### config.mk
export PLATFORM = sky130hd
export DESIGN_NAME = bp_be_dcache_replay_ctrl
export DESIGN_NICKNAME = d
export VERILOG_FILES = /design/src/rtl/bp_be_dcache_replay_ctrl_pkg.sv /design/src/rtl/bp_be_replay_fifo.sv /design/src/rtl/bp_be_dcache_replay_ctrl.sv
export SDC_FILE = /design/constraint.sdc
export NUM_CORES = 1
export LEC_CHECK = 0
export ABC_CLOCK_PERIOD_IN_PS = 20300
export BUFFER_PORTS_ARGS = -buffer_cell sky130_fd_sc_hd__clkbuf_2
export CORE_AREA = 2 2 348 350
export DETAILED_ROUTE_END_ITERATION = 8
export DIE_AREA = 0 0 350 352
export PLACE_DENSITY = 0.76
export RECOVER_POWER = 100
export SYNTH_ARGS = -nofsm -noshare
export SYNTH_HDL_FRONTEND = slang
export SYNTH_SLANG_ARGS = --single-unit
export TNS_END_PERCENT = 100
### constraint.sdc
create_clock -name clk_i -period 20.3 [get_ports clk_i]
set_clock_uncertainty 0.1 [all_clocks]
set_input_delay 3.045 -clock clk_i [delete_from_list [all_inputs] [get_ports clk_i]]
set_output_delay 3.045 -clock clk_i [all_outputs]
set_load 0.02 [all_outputs]
### src/rtl/bp_be_dcache_replay_ctrl_pkg.sv
// Shared types and widths for the dcache replay controller: the dcache packet
// layout, the physical tag width and the saturating replay-counter helper.
package bp_be_dcache_replay_ctrl_pkg;

  localparam int unsigned paddr_width_gp          = 40;
  localparam int unsigned bp_page_offset_width_gp = 12;
  localparam int unsigned dword_width_gp          = 64;
  localparam int unsigned ptag_width_gp           = paddr_width_gp - bp_page_offset_width_gp;
  localparam int unsigned replay_cnt_width_gp     = 16;

  typedef enum logic [4:0] {
    e_dcache_op_lb = 5'h00,
    e_dcache_op_lh = 5'h01,
    e_dcache_op_lw = 5'h02,
    e_dcache_op_ld = 5'h03,
    e_dcache_op_sb = 5'h08,
    e_dcache_op_sh = 5'h09,
    e_dcache_op_sw = 5'h0a,
    e_dcache_op_sd = 5'h0b
  } bp_be_dcache_opcode_e;

  typedef struct packed {
    bp_be_dcache_opcode_e                 opcode;
    logic [bp_page_offset_width_gp-1:0]   page_offset;
    logic [dword_width_gp-1:0]            data;
  } bp_be_dcache_pkt_s;

  localparam int unsigned dcache_pkt_width_gp = $bits(bp_be_dcache_pkt_s);

  function automatic logic [replay_cnt_width_gp-1:0] sat_inc(
    input logic [replay_cnt_width_gp-1:0] x
  );
    return (x == '1) ? x : x + replay_cnt_width_gp'(1);
  endfunction

endpackage

### src/rtl/bp_be_replay_fifo.sv
// One replay channel: rolly FIFO with write/read/checkpoint pointers, a
// registered mock-TLB stage with periodic miss injection, and a replay counter.
module bp_be_replay_fifo
  import bp_be_dcache_replay_ctrl_pkg::*;
#(
  parameter int unsigned els_p             = 8,
  parameter int unsigned pkt_width_p       = dcache_pkt_width_gp,
  parameter int unsigned ptag_width_p      = ptag_width_gp,
  parameter int unsigned tlb_miss_period_p = 0
) (
  input  logic                           clk_i,
  input  logic                           reset_i,
  input  logic [pkt_width_p-1:0]         pkt_i,
  input  logic [ptag_width_p-1:0]        ptag_i,
  input  logic                           pkt_v_i,
  output logic                           pkt_ready_o,
  output logic [pkt_width_p-1:0]         dcache_pkt_o,
  output logic                           dcache_v_o,
  input  logic                           dcache_ready_i,
  output logic [ptag_width_p-1:0]        dcache_ptag_o,
  output logic                           dcache_tlb_miss_o,
  input  logic                           done_i,
  input  logic                           rollback_i,
  output logic [replay_cnt_width_gp-1:0] replay_cnt_o
);

  localparam int unsigned idx_w = $clog2(els_p);
  localparam int unsigned ptr_w = idx_w + 1;
  localparam int unsigned ent_w = pkt_width_p + ptag_width_p;
  localparam int unsigned inj_w = (tlb_miss_period_p > 2) ? $clog2(tlb_miss_period_p) : 1;

  typedef logic [ptr_w-1:0] ptr_t;

  logic [ent_w-1:0]               mem_q [els_p];
  ptr_t                           wp_q, wp_d, rp_q, rp_d, cp_q, cp_d;
  logic [inj_w-1:0]               inj_q, inj_d;
  logic [ptag_width_p-1:0]        ptag_q, ptag_d;
  logic                           miss_q, miss_d;
  logic [replay_cnt_width_gp-1:0] replay_q, replay_d;
  logic [ent_w-1:0]               rd_ent;
  logic                           enq, issue, issue_eff, done_ok, inj_hit;

  assign rd_ent       = mem_q[rp_q[idx_w-1:0]];
  assign pkt_ready_o  = ptr_t'(wp_q - cp_q) != ptr_t'(els_p);
  assign dcache_v_o   = (rp_q != wp_q);
  assign dcache_pkt_o = rd_ent[pkt_width_p-1:0];

  assign enq       = pkt_v_i & pkt_ready_o;
  assign issue     = dcache_v_o & dcache_ready_i;
  assign issue_eff = issue & ~rollback_i;
  // A completion with nothing in flight is ignored rather than corrupting cp.
  assign done_ok   = done_i & (cp_q != rp_q);

  if (tlb_miss_period_p == 0) begin : g_no_inj
    assign inj_hit = 1'b0;
  end else begin : g_inj
    assign inj_hit = (inj_q == inj_w'(tlb_miss_period_p - 1));
  end

  // Pointer, mock-TLB and statistics next-state.
  always_comb begin
    wp_d     = wp_q + ptr_t'(enq);
    cp_d     = cp_q + ptr_t'(done_ok);
    rp_d     = rp_q + ptr_t'(issue);
    inj_d    = inj_q;
    ptag_d   = ptag_q;
    miss_d   = miss_q;
    replay_d = replay_q;
    if (rollback_i) begin
      rp_d     = cp_d;
      replay_d = sat_inc(replay_q);
    end
    if (issue_eff) begin
      ptag_d = rd_ent[ent_w-1 -: ptag_width_p];
      miss_d = inj_hit;
      inj_d  = inj_hit ? '0 : inj_q + inj_w'(1);
    end
  end

  always_ff @(posedge clk_i) begin
    if (reset_i) begin
      wp_q     <= '0;
      rp_q     <= '0;
      cp_q     <= '0;
      inj_q    <= '0;
      ptag_q   <= '0;
      miss_q   <= 1'b0;
      replay_q <= '0;
    end else begin
      wp_q     <= wp_d;
      rp_q     <= rp_d;
      cp_q     <= cp_d;
      inj_q    <= inj_d;
      ptag_q   <= ptag_d;
      miss_q   <= miss_d;
      replay_q <= replay_d;
    end
  end

  // Storage: registered write, asynchronous read at rp.
  always_ff @(posedge clk_i) begin
    if (enq) begin
      mem_q[wp_q[idx_w-1:0]] <= {ptag_i, pkt_i};
    end
  end

  assign dcache_ptag_o     = ptag_q;
  assign dcache_tlb_miss_o = miss_q;
  assign replay_cnt_o      = replay_q;

  done_without_outstanding: assert property (
    @(posedge clk_i) disable iff (reset_i) !(done_i && (cp_q == rp_q))
  ) else $error("done_i asserted with no outstanding packet");

endmodule

### src/rtl/bp_be_dcache_replay_ctrl.sv
// Multi-channel dcache replay controller: one independent replay FIFO with
// mock TLB per dcache instance.
module bp_be_dcache_replay_ctrl
  import bp_be_dcache_replay_ctrl_pkg::*;
#(
  parameter int unsigned num_ch_p          = 2,
  parameter int unsigned pkt_width_p       = dcache_pkt_width_gp,
  parameter int unsigned ptag_width_p      = ptag_width_gp,
  parameter int unsigned els_p             = 8,
  parameter int unsigned tlb_miss_period_p = 0
) (
  input  logic                                    clk_i,
  input  logic                                    reset_i,
  input  logic [num_ch_p*pkt_width_p-1:0]         pkt_i,
  input  logic [num_ch_p*ptag_width_p-1:0]        ptag_i,
  input  logic [num_ch_p-1:0]                     pkt_v_i,
  output logic [num_ch_p-1:0]                     pkt_ready_o,
  output logic [num_ch_p*pkt_width_p-1:0]         dcache_pkt_o,
  output logic [num_ch_p-1:0]                     dcache_v_o,
  input  logic [num_ch_p-1:0]                     dcache_ready_i,
  output logic [num_ch_p*ptag_width_p-1:0]        dcache_ptag_o,
  output logic [num_ch_p-1:0]                     dcache_tlb_miss_o,
  input  logic [num_ch_p-1:0]                     done_i,
  input  logic [num_ch_p-1:0]                     rollback_i,
  output logic [num_ch_p*replay_cnt_width_gp-1:0] replay_cnt_o
);

  for (genvar i = 0; i < num_ch_p; i++) begin : g_ch
    bp_be_replay_fifo #(
      .els_p            (els_p),
      .pkt_width_p      (pkt_width_p),
      .ptag_width_p     (ptag_width_p),
      .tlb_miss_period_p(tlb_miss_period_p)
    ) fifo (
      .clk_i            (clk_i),
      .reset_i          (reset_i),
      .pkt_i            (pkt_i[i*pkt_width_p +: pkt_width_p]),
      .ptag_i           (ptag_i[i*ptag_width_p +: ptag_width_p]),
      .pkt_v_i          (pkt_v_i[i]),
      .pkt_ready_o      (pkt_ready_o[i]),
      .dcache_pkt_o     (dcache_pkt_o[i*pkt_width_p +: pkt_width_p]),
      .dcache_v_o       (dcache_v_o[i]),
      .dcache_ready_i   (dcache_ready_i[i]),
      .dcache_ptag_o    (dcache_ptag_o[i*ptag_width_p +: ptag_width_p]),
      .dcache_tlb_miss_o(dcache_tlb_miss_o[i]),
      .done_i           (done_i[i]),
      .rollback_i       (rollback_i[i]),
      .replay_cnt_o     (replay_cnt_o[i*replay_cnt_width_gp +: replay_cnt_width_gp])
    );
  end

endmodule
## Word-level counts from Yosys, hierarchy flattened

Memories as Yosys holds them, arrays and structs flattened. A register that Yosys moved wholly into a read port is not among the register bits.
Cells that the tools add are included.

| operators by class | value |
|---|---|
| add/subtract/negate cells | 10 |
| reductions and logical operators | 2 |
| muxes and demuxes | 8 |
| equality and inequality tests | 8 |
| bitwise operators | 12 |

Operators with widths:

| cell | number |
|---|---|
| adder 16 x 1 -> 16 bit, second input constant | 2 |
| equality test 16 bit, second input constant | 2 |
| adder 4 x 1 -> 4 bit | 6 |
| != test 4 bit | 4 |
| bitwise AND 1 bit | 8 |
| two-way mux 4 bit | 2 |
| != test 4 bit, second input constant | 2 |
| subtractor 4 bit | 2 |
| two-way mux 3 bit | 2 |
| two-way mux 1 bit | 4 |
| inverter 1 bit | 4 |
| AND reduction 2 bit | 2 |

| storage, ports and cells | value |
|---|---|
| output and inout port bits | 256 |
| register bits | 112 |
| memory bits (writable) | 1,744 |
| memories kept | 2 |

Memory list:

| memory | depth | bits a word | read ports | clocked after memory_dff | wr ports | RTL line | text |
|---|---|---|---|---|---|---|---|
| g_ch[0].fifo.mem_q | 8 | 109 | 1 | 1 | 1 | bp_be_replay_fifo.sv:34 | `logic [ent_w-1:0] mem_q [els_p];` |
| g_ch[1].fifo.mem_q | 8 | 109 | 1 | 1 | 1 | bp_be_replay_fifo.sv:34 |  |

## Longest topological paths before layout

| logic depth | value |
|---|---|
| depth after elaboration | 5 |
| depth in mapped cells | 12 |
| mapped depth without buffers | 12 |

## Modules after synthesis

A second synthesis with hierarchy kept.

| second synthesis, totals | value |
|---|---|
| cell total of the unflattened synthesis | 3,179 |
| area, all modules | 71,498.6 um^2 |

Modules (own cells, without submodules):

| module | instances | area an instance (um^2) | cells an instance |
|---|---|---|---|
| bp_be_replay_fifo (g_ch[0].fifo) | 1 | 35,768.1 | 1,592 |
| bp_be_replay_fifo (g_ch[1].fifo) | 1 | 35,730.5 | 1,587 |

## Worst setup path after synthesis

Ideal clock, no wire load.

| timing | value |
|---|---|
| path kind | input -> register |
| from | input port pkt_v_i[0] |
| to | memory g_ch[0].fifo.mem_q[0][0] (netlist bit), enable pin |
| required time | 19,318 ps |
| buffers on the path | 0 |
| stages | 2 |
| arrival | 14,447 ps |
| path slack | 4,871 ps |
| cells stage by stage | nor2b_1 nor4b_1 |

| between the ends | value |
|---|---|
| word-level cells in the longest chain between the ends | 3 |

RTL lines:

| item | RTL line | text |
|---|---|---|
| start: declaration | bp_be_dcache_replay_ctrl.sv:16 | `input logic [num_ch_p-1:0] pkt_v_i,` |
| bitwise AND 1 bit | bp_be_replay_fifo.sv:48 | `assign enq = pkt_v_i & pkt_ready_o;` |
| two-way mux 1 bit | bp_be_replay_fifo.sv:102 | `if (enq) begin` |
| two-way mux 1 bit (not written as such) | bp_be_replay_fifo.sv:103 | `mem_q[wp_q[idx_w-1:0]] <= {ptag_i, pkt_i};` |
| end: declaration | bp_be_replay_fifo.sv:34 |  |

No other way between the ends.

==> results.md <==
- The critical path contains buffers and inverters numbering 5 combined.
- For the finished layout, the period the worst path requires is 13.48 ns.
- The mean cell area of the mapped netlist is 22.47 sq um.
- The max-slew violation count was 1972.
- Setup total negative slack on the finished layout was measured at 0 ns.
- Once placement finished, the instance area stood at 74290 sq um.
- The worst endpoint required time is 17.15 ns.
- The number of buffers added on ports is 481.
- The checks that failed: capacitance limit, slew limit.
- Of the synthesized area, sequential elements account for 0.7663.
- The pre-CTS worst setup slack is 11.89 ns.
- Summed over all nets, wire length on met2 after detailed routing comes to 71960 microns.
- In the global route stage, overall resource usage came out at 0.2367.
- The fraction of synthesis flops using an asynchronous set or reset pin is 0.
- The sort of element at the start of the critical path is a flop.
- The count of nets after finishing is 3806.
- The CTS root buffer is clkbuf_16.
- Of the available clock period, the critical path in the final layout requires 0.6638.
- The number of search-and-repair iterations in the first detailed-routing pass is 5.
- In this run the worst hold path is classified as flop to flop.
- The number of max-capacitance violations reported is 31.
- Once the clock tree was built, the resizer swapped 0 gates to a different size.
- Routability-driven placement finished with a final weighted congestion of 0.7487.
- The area of all placed cells without fillers is 79300 sq um.
- The cell that appears most often on the critical path is clkbuf_1.
- The critical path goes through clkbuf_1 -> clkbuf_1 -> buf_4 -> buf_4 -> mux4_2 -> mux2_2 -> clkbuf_1.
- The post-synthesis instance area is 71270 sq um.
- In this run the tightest slew margin relative to its limit is -4.650.
- STA puts the critical path data arrival time at 10.33 ns.
- In this design, the stage delay of the slowest critical-path cell is 2.45 ns.
- For this run the aggregate overflow at the end of global routing stands at 0.
- The share of post-route cells with drive strength above 1 is 0.2418.
- For this block, wires on met1 add up to 56170 microns.
- The cell count after synthesis is 3172.
- The overall die area is 123200 sq um.
- The final number of setup-violating endpoints is 0.
- The remaining number of nets flagged by the antenna check after routing is 0.
- 484 I/O pins were placed.
- The number of H-tree branching levels is 4.
- The total number of yosys warnings is 0.
- The power per cell area is 133.5 nW/um^2.
- The slowest stage of the critical path is the clkbuf_1 cell.
- The initial antenna violation count is 32.
- STA classifies the critical path endpoint as a primary output.
- The distinct cell type count of the synthesized netlist is 51.
- The routed wire length is 144500 microns.
- The worst setup path category is flop to primary output.
- The overall power after layout is 10.59 mW.
- Setup repair after global routing left no endpoint under its margin.
- The number of violations reported at the end of detailed-routing iteration 0 is 3283.
- For this run, the leading register cell type out of synthesis is edfxtp_1.
- In this run the worst path has a maximum fanout of 49.
- Yosys mapped a number of flops with a built-in enable equal to 1744.
- Entering global routing, the biggest net connects 132 pins.
- The die extent in y is 352 microns.
- Once the clock tree was built, the setup fixing pass inserted 0 buffers.
- The synthesized design contains 1856 register bits.
- Wire segments on met3 add up to 12070 microns in the final route.
- After clock tree synthesis, the clock-pin slew on the worst setup and hold paths is 0.06 ns.
- The initialized floorplan defines 127 standard-cell rows.
- The leakage power is 24.25 nW.
- The flow ran to the end, but the final reports show violations.
- The initial utilization of the core area, before any placement, comes to 0.5972.
- After detailed routing, no signal wire sits above met5.
- The clock net sink count is 1856.
- The average detailed-routed wire length per instance is 27.09 microns.
- The mean number of vias per cell is 6.089.
- The later-pin clock latency in the skew report is 0.80 ns.
- TritonCTS built the clock tree.
- The transition at the pin with the smallest max-transition slack is 8.475 ns.
- The number of hold buffers added after CTS is 0.
- Setup slack on the critical path of the routed design comes to 6.824 ns.
- The total number of vias is 32470.
- The die width is 350 microns.
- The family of cells with the greatest summed delay on the critical path is buffers and inverters.
- The number of clock buffers inserted by TritonCTS is 178.
- The number of global-route vias before repair is 33270.
- For this run, the top clock speed supported by timing is 0.07421 GHz.
- The area growth from synthesis to layout is 11.26%.
- The estimated wirelength of the detail-placed design is 75960 microns.
- The total area inside the core boundary comes to 119300 sq um.
- The final-report hold violation count came to 0.
- The global-route wire length before repair is 213400 microns.
- In the routed design, unresolved DRC markers number 0.
- The worst supply voltage drop on vdd is 0.0001083 V.
- The maximum buffer depth of the clock tree is 3.
-- where the power goes --
part | total, mW | switching [mW] | internal, mW
sequential | 4.87 | 0.169 | 4.70
clock | 3.31 | 1.37 | 1.94
combinational | 2.40 | 1.38 | 1.03
total | 10.6 | 2.91 | 7.67
-- path summary, 6_finish.rpt --
check / cells after the start / startpoint / to / slack, ns
hold reg to reg: 1 / g_ch[1].fifo.dcache_ptag_o[16] / g_ch[1].fifo.dcache_ptag_o[16] / 0.36
setup / recovery: 7 / g_ch[0].fifo.rp_q[0] / dcache_pkt_o[61] / 6.82
hold / removal: 1 / g_ch[1].fifo.dcache_ptag_o[16] / g_ch[1].fifo.dcache_ptag_o[16] / 0.36
setup reg to reg: 7 / g_ch[0].fifo.wp_q[1] / g_ch[0].fifo.mem_q[5][70] / 10.79
-- cell usage after synthesis, types with 4 or more instances --
cell type,number,share of area
nor4_1,6,0.00053
nand4_1,11,0.00097
mux2_2,162,0.026
buf_1,4,0.00021
xor2_1,27,0.0033
dfxtp_1,112,0.031
a211oi_1,8,0.00084
inv_1,9,0.00047
nor2_1,42,0.0022
nand3_1,22,0.0015
buf_6,4,0.00063
a21oi_1,6,0.00042
buf_2,100,0.0070
o2bb2ai_1,56,0.0069
nand2_1,19,0.0010
mux4_2,436,0.14
o21a_1,4,0.00042
ha_1,20,0.0035
and2_1,6,0.00053
nand2b_1,5,0.00044
nor3_1,15,0.0011
mux2i_1,62,0.0087
edfxtp_1,1744,0.73
clkbuf_1,38,0.0020
buf_4,173,0.018
xnor2_1,23,0.0028
nor2b_1,14,0.0012
and3_1,5,0.00044
-- cells by family after synthesis --
group | Yosys count | synth area share
AO/OA/AOI/OAI | 89 | 0.01024
adder cells (fa/ha/maj) | 20 | 0.003511
buffers and inverters | 329 | 0.02863
XOR/XNOR | 50 | 0.006144
multiplexers | 660 | 0.1721
flip-flops | 1856 | 0.7663
other | 1 | 0.00005262
AND/OR/NAND/NOR | 167 | 0.01308
-- sequential cells by signal, indices dropped and copies added (netlist names) --
register and cells:
g_ch.fifo.mem_q 1744, g_ch.fifo.dcache_ptag_o 56, g_ch.fifo.replay_cnt_o 32, g_ch.fifo.cp_q 8, g_ch.fifo.rp_q 8, g_ch.fifo.wp_q 8
-- per-layer routing --
metal | up-vias | track usage
li1 | 13820 | -
met3 | 235 | 0.06136
met5 | - | 0
met1 | 17170 | 0.3211
met4 | 42 | 0.08457
met2 | 1205 | 0.3766
-- cell type report --
type                       count  area (sq um)
timing repair buffer         525          2074
inverter                       9         33.78
fill                        7565         40040
tap                         1612          2017
multi-input combinational    988         14600
antenna                       15         37.54
clock inverter                96          1091
sequential                  1856         54630
clock buffer                 232          4820
-- layout by cell type (no fill, tap or decap), types with 19 or more instances in the layout --
| master | instances |
|---|---|
| edfxtp_1 | 1744 |
| clkbuf_1 | 530 |
| mux4_2 | 436 |
| clkbuf_16 | 180 |
| mux2_2 | 158 |
| dfxtp_1 | 108 |
| mux2i_1 | 62 |
| o2bb2ai_1 | 56 |
| nor2_1 | 42 |
| clkinv_1 | 32 |
| xor2_1 | 27 |
| clkinv_2 | 25 |
| xnor2_1 | 23 |
| nand3_1 | 22 |
| bufinv_16 | 21 |
| clkbuf_2 | 21 |
| ha_1 | 20 |
| nand2_1 | 19 |
-- per-stage QoR --
step           utilization  instances  hold slack, ns
6_report            0.6645       5333          0.3639
5_1_grt             0.6644       5327          0.3773
4_1_cts             0.6720       5318          0.3673
3_5_place_dp        0.6225       4990          0.3455
3_3_place_gp        0.6225       4990          0.3437
2_1_floorplan            -       3173          0.4389
Note: power is estimated with default switching activity, not from simulation.
